`config.mk`:
```
export PLATFORM = sky130hd
export DESIGN_NAME = delay_timer_arbiter_flat
export DESIGN_NICKNAME = d
export VERILOG_FILES = /design/src/rtl/blackjack_timer_pkg.sv /design/src/rtl/delay_timer_arbiter_if.sv /design/src/rtl/delay_timer_arbiter_tick_prescaler.sv /design/src/rtl/delay_timer_arbiter.sv /design/src/flat_wrapper.sv
export SDC_FILE = /design/constraint.sdc
export NUM_CORES = 1
export LEC_CHECK = 0
export ABC_AREA = 1
export BUFFER_PORTS_ARGS = -buffer_cell sky130_fd_sc_hd__buf_2
export CORE_AREA = 2 2 122 100
export DETAILED_ROUTE_END_ITERATION = 7
export DIE_AREA = 0 0 124 102
export PLACE_DENSITY = 0.57
export SETUP_SLACK_MARGIN = 0.3
export SLEW_MARGIN = 20
export SYNTH_ARGS = -nofsm -noshare
export SYNTH_HDL_FRONTEND = slang
export SYNTH_HIERARCHICAL = 1
export SYNTH_SLANG_ARGS = --single-unit
```
`constraint.sdc`:
```
create_clock -name clk_50M -period 2.6 [get_ports clk_50M]
set_clock_uncertainty 0.1 [all_clocks]
set_input_delay 0.13 -clock clk_50M [delete_from_list [all_inputs] [get_ports clk_50M]]
set_output_delay 0.13 -clock clk_50M [all_outputs]
set_load 0.03 [all_outputs]
```
`src/rtl/blackjack_timer_pkg.sv`:
```
// Shared timer definitions for the blackjack game FSMs: timer state encoding
// and the tick counts the game FSMs use to build delay lengths.
package blackjack_timer_pkg;

  typedef enum logic [1:0] {
    ST_IDLE = 2'd0,
    ST_RUN  = 2'd1,
    ST_DONE = 2'd2
  } timer_state_e;

  localparam int CLK_DIV_2K  = 25000;  // clk_50M cycles per 2 kHz tick
  localparam int TICKS_2SEC  = 4000;
  localparam int TICKS_500MS = 1000;

endpackage

```
`src/rtl/delay_timer_arbiter_if.sv`:
```
// Request/grant bundle between the game FSMs (master) and the shared delay timer (slave).
interface delay_timer_arbiter_if #(
  parameter int N_REQ = 3,
  parameter int WIDTH = 12
);
  import blackjack_timer_pkg::*;

  // Handshake: a requester raises i_Req[k] with its length on i_Len slice k and
  // holds it until o_Done[k] pulses; dropping it while granted aborts the delay.
  logic [N_REQ-1:0]       i_Req;
  logic [N_REQ*WIDTH-1:0] i_Len;
  logic [N_REQ-1:0]       o_Grant;
  logic [N_REQ-1:0]       o_Done;
  logic                   o_Busy;
  logic [WIDTH-1:0]       o_Count;
  logic                   o_Tick;
  timer_state_e           state;

  modport master (
    output i_Req, i_Len,
    input  o_Grant, o_Done, o_Busy, o_Count, o_Tick, state
  );

  modport slave (
    input  i_Req, i_Len,
    output o_Grant, o_Done, o_Busy, o_Count, o_Tick, state
  );

endinterface

```
`src/rtl/delay_timer_arbiter_tick_prescaler.sv`:
```
// Divide-by-CLK_DIV prescaler with synchronous clear and enable; strobes tick on the last count.
module tick_prescaler #(
  parameter int CLK_DIV = 25000
) (
  input  logic clk,
  input  logic rst,
  input  logic clr,
  input  logic en,
  output logic tick
);

  localparam int PW = (CLK_DIV > 1) ? $clog2(CLK_DIV) : 1;
  localparam logic [PW-1:0] LAST = PW'(CLK_DIV - 1);

  logic [PW-1:0] cnt_q, cnt_d;

  always_comb begin
    cnt_d = cnt_q;
    if (clr) begin
      cnt_d = '0;
    end else if (en) begin
      cnt_d = (cnt_q == LAST) ? '0 : cnt_q + PW'(1);
    end
  end

  always_ff @(posedge clk) begin
    if (rst) cnt_q <= '0;
    else     cnt_q <= cnt_d;
  end

  assign tick = en && !clr && (cnt_q == LAST);

endmodule

```
`src/rtl/delay_timer_arbiter.sv`:
```
// One tick-based delay timer shared round-robin between N_REQ game FSMs,
// all in the clk_50M domain.
module delay_timer_arbiter
  import blackjack_timer_pkg::*;
#(
  parameter int N_REQ   = 3,
  parameter int WIDTH   = 12,
  parameter int CLK_DIV = CLK_DIV_2K
) (
  input  logic                  clk_50M,
  input  logic                  i_Reset,
  delay_timer_arbiter_if.slave  bus
);

  localparam int IW = (N_REQ > 1) ? $clog2(N_REQ) : 1;

  timer_state_e     state_q, state_d;
  logic [N_REQ-1:0] grant_q, grant_d;
  logic [N_REQ-1:0] done_q, done_d;
  logic [WIDTH-1:0] count_q, count_d;
  logic [WIDTH-1:0] len_q, len_d;
  logic [IW-1:0]    ptr_q, ptr_d;
  logic [IW-1:0]    owner_q, owner_d;
  logic [IW-1:0]    pick;
  logic             found;
  logic             tick;

  tick_prescaler #(.CLK_DIV(CLK_DIV)) u_prescaler (
    .clk  (clk_50M),
    .rst  (i_Reset),
    .clr  (state_q != ST_RUN),
    .en   (state_q == ST_RUN),
    .tick (tick)
  );

  // First requester after the last owner, wrapping around.
  always_comb begin : arb
    int idx;
    idx   = 0;
    pick  = ptr_q;
    found = 1'b0;
    for (int i = 1; i <= N_REQ; i++) begin
      idx = (int'(ptr_q) + i) % N_REQ;
      if (!found && bus.i_Req[idx]) begin
        found = 1'b1;
        pick  = IW'(idx);
      end
    end
  end

  always_comb begin
    state_d = state_q;
    grant_d = grant_q;
    done_d  = '0;
    count_d = count_q;
    len_d   = len_q;
    ptr_d   = ptr_q;
    owner_d = owner_q;
    case (state_q)
      ST_IDLE: begin
        if (found) begin
          state_d       = ST_RUN;
          owner_d       = pick;
          grant_d       = '0;
          grant_d[pick] = 1'b1;
          len_d         = bus.i_Len[int'(pick)*WIDTH +: WIDTH];
          count_d       = '0;
        end
      end
      ST_RUN: begin
        // An abort wins over a coincident final tick: the owner gave up.
        if (!bus.i_Req[owner_q]) begin
          state_d = ST_IDLE;
          grant_d = '0;
          ptr_d   = owner_q;
        end else if (len_q == '0) begin
          state_d = ST_DONE;
          done_d  = grant_q;
        end else if (tick) begin
          count_d = count_q + WIDTH'(1);
          if (count_q == len_q - WIDTH'(1)) begin
            state_d = ST_DONE;
            done_d  = grant_q;
          end
        end
      end
      ST_DONE: begin
        state_d = ST_IDLE;
        grant_d = '0;
        ptr_d   = owner_q;
      end
      default: begin
        state_d = ST_IDLE;
        grant_d = '0;
      end
    endcase
  end

  always_ff @(posedge clk_50M) begin
    if (i_Reset) begin
      state_q <= ST_IDLE;
      grant_q <= '0;
      done_q  <= '0;
      count_q <= '0;
      len_q   <= '0;
      ptr_q   <= IW'(N_REQ - 1);
      owner_q <= '0;
    end else begin
      state_q <= state_d;
      grant_q <= grant_d;
      done_q  <= done_d;
      count_q <= count_d;
      len_q   <= len_d;
      ptr_q   <= ptr_d;
      owner_q <= owner_d;
    end
  end

  assign bus.o_Grant = grant_q;
  assign bus.o_Done  = done_q;
  assign bus.o_Busy  = (state_q != ST_IDLE);
  assign bus.o_Count = count_q;
  assign bus.o_Tick  = tick;
  assign bus.state   = state_q;

endmodule

```
`src/flat_wrapper.sv`:
```
// flat-port wrapper written by rule: the top's interface ports become plain ports
module delay_timer_arbiter_flat import blackjack_timer_pkg::*;
#(
  parameter int N_REQ   = 3,
  parameter int WIDTH   = 12,
  parameter int CLK_DIV = CLK_DIV_2K
)
  (clk_50M, i_Reset, bus_i_Req, bus_i_Len, bus_o_Grant, bus_o_Done, bus_o_Busy, bus_o_Count, bus_o_Tick, bus_state);
  delay_timer_arbiter_if #(.N_REQ(N_REQ), .WIDTH(WIDTH)) bus_i ();
  input  logic clk_50M;
  input  logic i_Reset;
  input wire logic [$bits(bus_i.i_Req)-1:0] bus_i_Req;
  input wire logic [$bits(bus_i.i_Len)-1:0] bus_i_Len;
  output wire logic [$bits(bus_i.o_Grant)-1:0] bus_o_Grant;
  output wire logic [$bits(bus_i.o_Done)-1:0] bus_o_Done;
  output wire logic [$bits(bus_i.o_Busy)-1:0] bus_o_Busy;
  output wire logic [$bits(bus_i.o_Count)-1:0] bus_o_Count;
  output wire logic [$bits(bus_i.o_Tick)-1:0] bus_o_Tick;
  output wire logic [$bits(bus_i.state)-1:0] bus_state;
  assign bus_i.i_Req = bus_i_Req;
  assign bus_i.i_Len = bus_i_Len;
  assign bus_o_Grant = bus_i.o_Grant;
  assign bus_o_Done = bus_i.o_Done;
  assign bus_o_Busy = bus_i.o_Busy;
  assign bus_o_Count = bus_i.o_Count;
  assign bus_o_Tick = bus_i.o_Tick;
  assign bus_state = bus_i.state;
  delay_timer_arbiter #(.N_REQ(N_REQ), .WIDTH(WIDTH), .CLK_DIV(CLK_DIV)) u_core (.clk_50M(clk_50M), .i_Reset(i_Reset), .bus(bus_i));
endmodule
```
==> flow_summary.json, run 1 <==
{
  "status": "complete, no violations",
  "ys_seq_elements": 51,
  "ys.flop_type": "dfxtp_1",
  "areaGrowthSynthToFinish_pct": 20.6,
  "cp-start-kind": "flip-flop",
  "die_area_um2": 12600,
  "gr-usage-met3_pct": 2.79,
  "drive_above_1_share_pct": 20.4,
  "numCtsBuffers": 5,
  "powerDensity_nw_per_um2": 1200,
  "synth_edf_count": 0,
  "relSlewSlack_pct": 60.3,
  "avgSynthCellArea_um2": 6.12,
  "syn_inst": 583,
  "dr.pass1.iters": 4,
  "min_period_ns": 2.14,
  "drtIter0Drc": 239,
  "ir_drop_mv": 0.439,
  "worst_slack_ns": 0.463,
  "place_congestion": 0.863,
  "die_y_um": 102,
  "tns_ns": 0,
  "final_hold_viol_count": 0,
  "wl_per_cell_um": 12.5,
  "power_leakage_nw": 1.94,
  "critPathKind": "reg -> reg",
  "cts.sinks": 51,
  "slew_viol_final": 0,
  "netlist.area_leader.share_pct": 28.6,
  "drc": 0,
  "routed-via-count": 3807,
  "initial_core_util_pct": 31.3,
  "met1_usage_pct": 22.6,
  "critical_path.cell_chain": "inv_1 -> ha_4 -> inv_4 -> nand2_1 -> nand2_2 -> nand2_4 -> nand3_4 -> nand2_2 -> nor2_4 -> nor2_2 -> nand3_1 -> nand2_1 -> nor2_1 -> nor2_1",
  "portBuffers": 62,
  "async_reset_ff_share_pct": 0,
  "antenna_found_initial": 0,
  "cts_tree": "done",
  "syn-num-nets": 629,
  "total_power_mw": 5.15,
  "use_met2_pct": 26.4,
  "cp.required_ns": 2.69,
  "yosys-top-cells-area": "dfxtp_1 29%, nand2_1 17%, nand3_1 10%",
  "critPathMaxStageDelay_ns": 0.34,
  "final_nets": 693,
  "setup_viol": 0,
  "arrival_ns": 2.23,
  "grt_start_max_net_pins": 28,
  "yosysWarnings": 6,
  "final_core_util_pct": 37.8,
  "ys_seq_area_share_pct": 28.6,
  "post-place-ws_ns": 0.258,
  "clockRootBuffer": "clkbuf_16",
  "die_x_um": 124,
  "cap_violations": 0,
  "worst_path_max_delay_cell": "dfxtp_2",
  "placeableCoreArea_um2": 11400,
  "grtUsageTotal_pct": 16.3,
  "cp-end-kind": "flip-flop",
  "rsz0062_at_grt": "false",
  "num_antenna_cells": 0,
  "hold-worst-slack_ns": 0.0615,
  "clock.fmax_ghz": 0.468,
  "top_usage_layer": "met2",
  "most-common-layout-cells": "153 x nand2_1, 92 x nor2_1, 73 x nand3_1, 62 x buf_2, 61 x inv_1",
  "synth_area_leader_cell": "dfxtp_1",
  "grt_pass1_wl_mm": 16.5,
  "yosysUniqueCellTypes": 33,
  "overflow": 0,
  "worstPathMaxFanout": 6,
  "fin_crit_sh_pct": 82.2,
  "path_clk_slew_ns": 0.07,
  "postRouteAntennaNets": 0,
  "final_common_cell": "nand2_1",
  "dp_hpwl_mm": 7.60,
  "grt_pass1_vias": 3599,
  "tightestPinTransition_ns": 0.590,
  "io_pins": 63,
  "cts_buffer_depth": 2,
  "synth_area_um2": 3570,
  "cts-htree-levels": 2,
  "hp-class": "in -> reg",
  "wirelength_mm": 9.91,
  "insertion_delay_ns": 0.30,
  "viasPerCell": 4.78,
  "fp-row-count": 35
}
[Yosys cell counts (all sizes together), types with 2 or more instances]
cell,instances
ha,5
xor2,11
nor2,103
nand4,11
o21bai,3
a21oi,20
buf,11
nand2,168
dfxtp,51
nor3,6
xnor2,4
inv,70
nand3,81
nor4,2
clkbuf,3
o21ai,29
[final timing paths]
path | to | start | slack (ns) | cells after the start
hold reg to reg | u_core/bus.o_Done[1]$_SDFF_PP0_ | u_core/bus.o_Grant[1]$_SDFFE_PP0P_ | 0.35 | 2
setup / recovery | u_core/len_q[4]$_SDFFE_PP0P_ | u_core/ptr_q[0]$_SDFFE_PP0P_ | 0.46 | 14
setup reg to reg | u_core/len_q[4]$_SDFFE_PP0P_ | u_core/ptr_q[0]$_SDFFE_PP0P_ | 0.46 | 14
hold / removal | u_core/len_q[9]$_SDFFE_PP0P_ | bus_i_Len[9] | 0.06 | 5
[cell families (layout without fill, tap and decap cells)]
group	count (synthesis)	count (layout)	share of synthesized area [%]
buffers and inverters	84	147	10.3
xor gates and xnor gates	15	15	3.68
and+or+nand+nor	372	374	46.8
AOI/OAI and AO/OA	55	55	8.49
muxes	1	1	0.281
adders and majority gates	5	5	1.75
DFF	51	51	28.6
[layout make-up]
| class | count | area [µm²] |
|---|---|---|
| tap | 148 | 185 |
| sequential | 51 | 1030 |
| clock buffer | 5 | 125 |
| clock inverter | 3 | 43.8 |
| timing repair buffer | 69 | 375 |
| fill | 1260 | 7090 |
| inverter | 70 | 268 |
| multi-input combinational | 450 | 2270 |
[metal layers]
| layer | part of all wire (%) | up-vias |
|---|---|---|
| met2 | 44 | 76 |
| met3 | 5.1 | 8 |
| met1 | 50 | 1737 |
| met4 | 0.82 | 0 |
| li1 | - | 1986 |
| met5 | 0 | - |
[power breakdown]
part / internal, mW / switching (mW)
registers: 0.922 / 0.138
clock network: 0.455 / 0.311
logic: 1.11 / 2.22
total: 2.48 / 2.67
[per-stage QoR]
stage	cell area (µm²)	instances
2_1_floorplan	3590	583
3_3_place_gp	3990	781
3_5_place_dp	3990	781
4_1_cts	4170	789
5_1_grt	4300	796
6_report	4300	796
[state kept, by name, summed over array words and instances, names as in the netlist]
name                      cells
u_core/bus.o_Count           12
u_core/bus.o_Done             3
u_core/bus.o_Grant            3
u_core/bus.state              2
u_core/len_q                 12
u_core/owner_q                2
u_core/ptr_q                  2
u_core/u_prescaler/cnt_q     15
[worst max-delay path: cells and delay by family, from the launching register on]
kind | cells | cell delay (ns)
flops | 1 | 0.34
buf+inv | 2 | 0.16
simple gates | 11 | 1.14
fa+ha+maj | 1 | 0.27
[timing repair]
| action | in CTS | in global routing |
|---|---|---|
| pin swaps | 0 | 9 |
| buffers inserted | 0 | 5 |
| hold buffers | 0 | 0 |
| cloned | 0 | 2 |
| gates resized for setup | 4 | 15 |
| endpoints found under the setup margin | 16 | 34 |
Power figures use the tool's default switching activity.
==> run 2: changes to the inputs <==
- clock period: 2.6 -> 2.2 ns (I/O delays scaled with it)
==> flow_summary.json, run 2 (same netlist as run 1, synthesis figures left out) <==
{
  "status": "complete, no violations",
  "antenna_found_initial": 0,
  "fin_cells": 822,
  "dr.pass1.iters": 4,
  "relSlewSlack_pct": 64.0,
  "drive_above_1_share_pct": 29.2,
  "regMostFlops": "u_core/u_prescaler/cnt_q",
  "largest_reg_flops": 15,
  "cts_buffer_depth": 2,
  "insertion_delay_ns": 0.29,
  "place_congestion": 0.862,
  "critPathKind": "reg -> reg",
  "clockRootBuffer": "clkbuf_16",
  "grt_start_max_net_pins": 28,
  "min_period_ns": 2.13,
  "hold-worst-slack_ns": 0.0459,
  "cap_violations": 0,
  "dp_hpwl_mm": 7.55,
  "fp-row-count": 35,
  "routed-via-count": 3939,
  "placeableCoreArea_um2": 11400,
  "swShare_pct": 51.0,
  "combPwrFrac_pct": 71.2,
  "hp-start": "bus_i_Len[31]",
  "powerDensity_nw_per_um2": 1480,
  "final_core_util_pct": 41.2,
  "grt_pass1_wl_mm": 16.7,
  "portBuffers": 62,
  "arrival_ns": 2.26,
  "die_x_um": 124,
  "startpoint": "u_core/ptr_q[0]$_SDFFE_PP0P_",
  "most-common-layout-cells": "147 x nand2_1, 87 x nor2_1, 61 x buf_2, 58 x nand3_1, 54 x inv_1",
  "fin_crit_sh_pct": 96.8,
  "num_antenna_cells": 0,
  "cts_tree": "done",
  "clock.fmax_ghz": 0.470,
  "die_area_um2": 12600,
  "power_leakage_nw": 2.10,
  "dp_cells": 797,
  "worstPathMaxFanout": 6,
  "final_nets": 720,
  "internal-power_mw": 3.40,
  "areaGrowthSynthToFinish_pct": 31.5,
  "postRouteAntennaNets": 0,
  "wl_per_cell_um": 12.6,
  "setup_viol": 0,
  "die_y_um": 102,
  "grt_pass1_vias": 3523,
  "tightestPinTransition_ns": 0.535,
  "drtIter0Drc": 280,
  "final_hold_viol_count": 0,
  "viasPerCell": 4.79,
  "overflow": 0,
  "cp-start-kind": "flip-flop",
  "final_common_cell": "nand2_1",
  "seqPwrFrac_pct": 17.9,
  "hp-class": "in -> reg",
  "switching_power_mw": 3.54,
  "reg2reg_slack_ns": 0.07,
  "grtUsageTotal_pct": 16.5,
  "slew_viol_final": 0,
  "cts-htree-levels": 2,
  "io_pins": 63,
  "clkPwrFrac_pct": 10.9,
  "cp-end-kind": "flip-flop",
  "wirelength_mm": 10.3,
  "cp.required_ns": 2.33,
  "path_clk_slew_ns": 0.07,
  "rsz0062_at_grt": "true",
  "cts.sinks": 51,
  "initial_core_util_pct": 31.3,
  "numCtsBuffers": 5,
  "rr_startpoint": "u_core/ptr_q[0]$_SDFFE_PP0P_",
  "drc": 0,
  "ir_drop_mv": 0.862
}
-- run 2: through the flow --
step	worst slack [ns]	total power [mW]	setup TNS, ns	instance area [µm²]
floorplan	-0.0511	4.48	-0.203	3660
global placement	0.109	5.30	0	4210
detailed placement	0.0631	5.33	0	4210
CTS	0.144	6.66	0	4540
global route	-0.0938	7.56	-0.621	4690
finish	0.0712	6.94	0	4690
-- run 2: routing by layer --
layer	part of all wire, %	track usage, %
met5	0	0
met4	0.70	3.28
met3	4.0	2.79
met2	43	25.6
met1	52	24.0
-- run 2: final timing paths --
path,cells past startpoint,end
worst min register to register,2,u_core/bus.o_Done[0]$_SDFF_PP0_
worst max-delay path,15,u_core/len_q[3]$_SDFFE_PP0P_
worst max register to register,15,u_core/len_q[3]$_SDFFE_PP0P_
worst min-delay path,5,u_core/len_q[7]$_SDFFE_PP0P_
-- run 2: critical path, cell delays in order, from the launching register on --
cell and delay, ns:
dfxtp_2 0.35, inv_2 0.06, ha_4 0.30, inv_6 0.05, nand2_4 0.06, nand3_4 0.08
nand2_4 0.13, nand3_4 0.12, nand2_4 0.10, nor2_4 0.04, buf_4 0.15, nor2_4 0.23
nand3_1 0.10, nand2_1 0.07, nor2_1 0.05, nor2_1 0.07
-- run 2: cell type report --
| type | count | area [µm²] |
|---|---|---|
| multi-input combinational | 451 | 2430 |
| clock inverter | 1 | 7.51 |
| timing repair inverter | 1 | 6.26 |
| sequential | 51 | 1040 |
| tap | 148 | 185 |
| timing repair buffer | 94 | 609 |
| inverter | 70 | 285 |
| fill | 1241 | 6700 |
| clock buffer | 6 | 129 |
-- run 2: power groups by stage --
stage / registers, mW / logic [mW] / clock network (mW)
after floorplan: 1.30 / 3.18 / 0
after global placement: 1.26 / 4.04 / 0
after detailed placement: 1.27 / 4.07 / 0
after CTS: 1.24 / 4.64 / 0.782
after global routing: 1.27 / 5.47 / 0.823
final: 1.24 / 4.94 / 0.756
-- run 2: what timing repair did --
item                                    4_1_cts  5_1_grt
resized for setup                            25       37
pin swaps                                    14       28
endpoints found under the setup margin       35       38
setup buffers                                 9        5
gates cloned                                  3        1
hold buffers                                  0        0
